==> src/rtl/sat_counter.sv <==
// Saturating up-counter with synchronous clear; clear beats increment.
// Holds at all-ones instead of wrapping.
module sat_counter #(
  parameter int CNT_W = 8
) (
  input  logic             clock,
  input  logic             reset_n,
  input  logic             inc,
  input  logic             clr,
  output logic [CNT_W-1:0] q
);

  always_ff @(posedge clock or negedge reset_n) begin
    if (!reset_n) begin
      q <= '0;
    end else if (clr) begin
      q <= '0;
    end else if (inc && (q != '1)) begin
      q <= q + 1'b1;
    end
  end

endmodule

==> config.mk <==
export PLATFORM = sky130hd
export DESIGN_NAME = sat_counter
export DESIGN_NICKNAME = d
export VERILOG_FILES = /design/src/rtl/sat_counter.sv
export SDC_FILE = /design/constraint.sdc
export NUM_CORES = 1
export LEC_CHECK = 0
export ABC_AREA = 0
export CAP_MARGIN = 20
export CORE_AREA = 4 4 41 43
export CTS_BUF_LIST = sky130_fd_sc_hd__clkbuf_4 sky130_fd_sc_hd__clkbuf_8
export DETAILED_ROUTE_END_ITERATION = 8
export DIE_AREA = 0 0 45 47
export PLACE_DENSITY_LB_ADDON = 0.05
export SETUP_SLACK_MARGIN = 0.15
export SLEW_MARGIN = 20
export SYNTH_ARGS = -nofsm -noshare
export SYNTH_HDL_FRONTEND = slang
export SYNTH_SLANG_ARGS = --single-unit
==> constraint.sdc <==
create_clock -name clock -period 1.7 [get_ports clock]
set_input_delay 0.17 -clock clock [delete_from_list [all_inputs] [get_ports clock]]
set_output_delay 0.17 -clock clock [all_outputs]
set_load 0.1 [all_outputs]
# [Word-level counts from Yosys, hierarchy flattened]
# Index checks and enable logic that the tools add are counted.
[op_classes] add_sub_neg=1 eq_ne=1 muxes=2 n_reduce_logical=2
[ops] op="$mux W8" n=2
[ops] op="$add A8 B1 Y8 const B" n=1
[ops] op="$ne A8 B8 Y1 const B" n=1
[ops] op="$reduce_bool A2 Y1" n=1
[ops] op="$logic_and A1 B1 Y1" n=1
[word_totals] register_bits=8 inputBits=4 output_inout_bits=8 word_cells=7

# [Logic depth before layout (Yosys ltp)]
# Gate-level depths: netlist of the first run.
[depth] ltp_word=4 depth_mapped=4 depth_no_buf=4

# [Worst setup path after synthesis of the first run]
# No wires, ideal clock.
[synth_path] path_kind="register -> register" from="register q[0]" to="register q[0]" setup_time_ns=0.125 t_arrival_ns=2.010 required_time_ns=1.575 setup_slack_ns=-0.435 path_stages_with_launch=5 n_path_buf=0 period_less_slack_ns=2.135 path_cell_list="dfrtp_1 -> ha_1 -> and4_2 -> a21boi_1 -> mux2_2"
[synth_between] elab_chain_len=3 elab_cells_between_ends=6 cone_classes="1 x add/sub; 1 x eq/ne; 2 x mux; 2 x reduce/logical"
[synth_lines] element="start, declared" line="10" rtl="output logic [CNT_W-1:0] q"
[synth_lines] element="start signal, assigned" line="19" rtl="q <= q + 1'b1;"
[synth_lines] element="$add A8 B1 Y8 / $ne A8 B8 Y1 (equally long branches)" line="19, 18"
[synth_lines] element="$mux W8 / $logic_and A1 B1 Y1 (equally long branches)" line="18" rtl="end else if (inc && (q != '1)) begin"
[synth_lines] element="$mux W8 / $reduce_bool A2 Y1 (equally long branches)"
# Several ways; a longest one is shown, not always the timed one. The select of a mux whose other input is x is not followed.
# A chain may end at the register's enable or synchronous reset.

# [Worst setup path after layout of the first run]
[layout_path] from="register q[1]" to="register q[0]"
[layout_between] elab_chain_len=3
[layout_lines] element="$ne A8 B8 Y1" line="18"
[layout_lines] element="$logic_and A1 B1 Y1" line="18"
[layout_lines] element="$reduce_bool A2 Y1 (no source line)"
# Every way passes these cells.

==> run metrics, run 1 <==
Gate Count Post-Synth=49; first-pass GRT wire length=1880 um; DP HPWL=861 um; antenna cells=0; Antenna Nets Post-Route=0; DRT Pass-1 Iters=4; CP peak stage delay=500 ps; endpoints failing hold=0; GRT overflow=0; post-DR vias/cell=5.51; max FFs per register=8; Warnings, synthesis=0; CP Launch Point=q[1]$_DFFE_PN0P_; clk_skew=1.45 ps; Avg Inst Size Synth=9.47 um2; Worst slew margin=74.7%; number of synthesized register bits=8; CP Max Fanout=7; Bufs on Longest Clock Path=2; Levels on crit path=4; Unique masters post-synth=28; Filler cells=115; Worst Path Required=1850 ps; setup_tns=0 ps; Total Routing Usage GR=12.6%; Net count, final=71; DIE HEIGHT=47 um; RR Startpoint=q[1]$_DFFE_PN0P_; die width=45 um; Final Setup Violations=0; Largest delay share family, worst path=flip-flops; CP max stage cell=dfrtp_4; routed vias=435; Port Buf Inserts=11; HP Class=input port to asynchronous set/reset pin; leading cell type in the layout, fill and taps excluded=buf_12; syn nets=54; total power per unit cell area=614 nW/um2; Ports=12; routed len/inst=14.6 um; DIE AREA=2120 um2; Rows=13; fraction of layout cells with a size suffix above 1=43.8%; Max-Cap Viols=0; CTS Buf Count=3; Final Critical Period=1520 ps; Slew Viols, Final=0; Setup crit end=q[0]$_DFFE_PN0P_; largest reg by FF count=q; internal reg-to-reg setup slack=180 ps; initial antenna violation count=0; Largest regs=q (8); FF-to-FF End=q[0]$_DFFE_PN0P_; synth-to-layout area growth=63.3%; largest net degree at the start of global routing=12; Clock Latency Late Sink=260 ps; Max Clock Freq=0.658 GHz; fin crit share=89.4%; CP Launch Type=flop; crit path capture type=flop; worst-path cell chain=ha_4 > and4_4 > a21boi_4 > mux2_4; Slew @ Worst Pin=370 ps; Post-Syn Area=464 um2; H-tree Lvls=1; post-route cell area=758 um2; DRT Wirelength=1150 um; hold_buf cts=0; Residual DRC=0; ranking of synthesized cells by area=dfrtp_1, mux2_2, nor3_1, nand2b_1, nor2b_1; CTS Sinks=8; Root Driver=clkbuf_4; clock-pin slew of the registers on the worst-case setup and hold paths=60 ps; Crit Path Class=flop to flop; sequential area share after synthesis=43.1%; CP arrival=1670 ps; GP Congestion=0.764; core area=1300 um2; CP bufs+invs=0; most frequent cells in the layout=buf_12, nor3_1, dfrtp_4, dfrtp_2; R2R depth=4; vias in the first global route=417; P_leak=0.286 nW; starting density of the core=35.7%; RSZ-0062 raised after global routing=false; cell taking the most area after synthesis=dfrtp_1; status=finished clean; Yosys top cell area share=43.1%; Cell Area, Placed=713 um2; CTS tree=done; VDD IR max=0.000428 V; DR iter-0 viols=7
[power by group]
| part | internal [mW] | switching, mW |
|---|---|---|
| Clock | 0.0814 | 0.0738 |
| Combinational | 0.0442 | 0.0616 |
| Sequential | 0.198 | 0.00641 |
[worst reg2reg max path, cell delays in order, from the launching register on]
cell,delay [ps]
dfrtp_4,500
ha_4,190
and4_4,200
a21boi_4,200
mux2_4,320
[area by class of cell]
class	count	area, um2	share of cell area (%)
Tap cell	15	18.8	2.48
Clock buffer	3	22.5	2.97
Multi-Input combinational cell	37	277	36.5
Sequential cell	8	220	29.0
Timing Repair Buffer	14	213	28.1
Inverter	2	7.51	0.990
[routing by layer]
| layer | vias up | global-route usage, % | part of all wire [%] |
|---|---|---|---|
| met1 | 202 | 14.7 | 41 |
| met5 | - | 0 | 0 |
| met2 | 16 | 21.5 | 51 |
| met3 | 5 | 2.68 | 6.6 |
| met4 | 0 | 7.02 | 1.5 |
| li1 | 212 | - | - |
[kinds of logic after synthesis]
logic type / share of synthesized area [%]
AOI/OAI and AO/OA: 12.7
adders and majority gates: 2.69
buffers and inverters: 3.50
DFF: 43.1
muxes: 7.01
and+or+nand+nor: 31.0
[per-stage QoR]
step                      hold slack (ps)  setup slack, ps  total power [mW]  util (%)  std cells
after detailed placement              480              118             0.307      54.8         74
after global placement                476              166             0.304      54.8         74
after CTS                             207              168             0.463      57.7         78
after global routing                  223              150             0.480      58.3         79
final                                 185              180             0.465      58.3         79
after floorplan                      -126             50.1             0.267         -         49
[cells in the mapped netlist, drive strengths merged]
cell type,n
a211oi,1
nor3,4
inv,2
nor3b,1
nand4,1
clkbuf,1
nand2,2
nor2b,3
o21ai,1
a31oi,1
mux2i,1
nand2b,3
nor2,2
and3,1
a41oi,1
a2111oi,1
mux2,2
ha,1
or3,1
a21boi,1
nand3,3
dfrtp,8
a21oi,3
and4,2
buf,1
nor4,1
[worst min path at each step]
stage                       start          endpoint  slack [ps]  cells after the start
after floorplan           reset_n  q[4]$_DFFE_PN0P_        -130                      0
after global placement    reset_n  q[0]$_DFFE_PN0P_         480                      1
after detailed placement  reset_n  q[2]$_DFFE_PN0P_         480                      1
after CTS                 reset_n  q[0]$_DFFE_PN0P_         210                      1
after global routing      reset_n  q[2]$_DFFE_PN0P_         220                      1
final                     reset_n  q[0]$_DFFE_PN0P_         180                      1
[timing repair]
item / in CTS / in global routing
endpoints found under the setup margin: 1 / 1
setup buffers: 1 / 1
resized for setup: 1 / 0
pin swaps: 1 / 2
No activity file was read; power rests on OpenSTA's default activity.
==> inputs of run 2 (changes only) <==
--- a/config.mk
+++ b/config.mk
@@ -6,14 +6,14 @@
 export NUM_CORES = 1
 export LEC_CHECK = 0
 export ABC_AREA = 0
-export CAP_MARGIN = 20
+export CAP_MARGIN = 5
 export CORE_AREA = 4 4 41 43
 export CTS_BUF_LIST = sky130_fd_sc_hd__clkbuf_4 sky130_fd_sc_hd__clkbuf_8
 export DETAILED_ROUTE_END_ITERATION = 8
 export DIE_AREA = 0 0 45 47
 export PLACE_DENSITY_LB_ADDON = 0.05
 export SETUP_SLACK_MARGIN = 0.15
-export SLEW_MARGIN = 20
+export SLEW_MARGIN = 15
 export SYNTH_ARGS = -nofsm -noshare
 export SYNTH_HDL_FRONTEND = slang
 export SYNTH_SLANG_ARGS = --single-unit
==> results of run 2 <==
The final DEF is identical to that of run 1; final timing and power are the same.
==> inputs of run 3 (changes only) <==
--- a/config.mk
+++ b/config.mk
@@ -8,7 +8,6 @@
 export ABC_AREA = 0
 export CAP_MARGIN = 5
 export CORE_AREA = 4 4 41 43
-export CTS_BUF_LIST = sky130_fd_sc_hd__clkbuf_4 sky130_fd_sc_hd__clkbuf_8
 export DETAILED_ROUTE_END_ITERATION = 8
 export DIE_AREA = 0 0 45 47
 export PLACE_DENSITY_LB_ADDON = 0.05
==> results of run 3 <==
The final DEF is identical to that of run 1; final timing and power are the same.
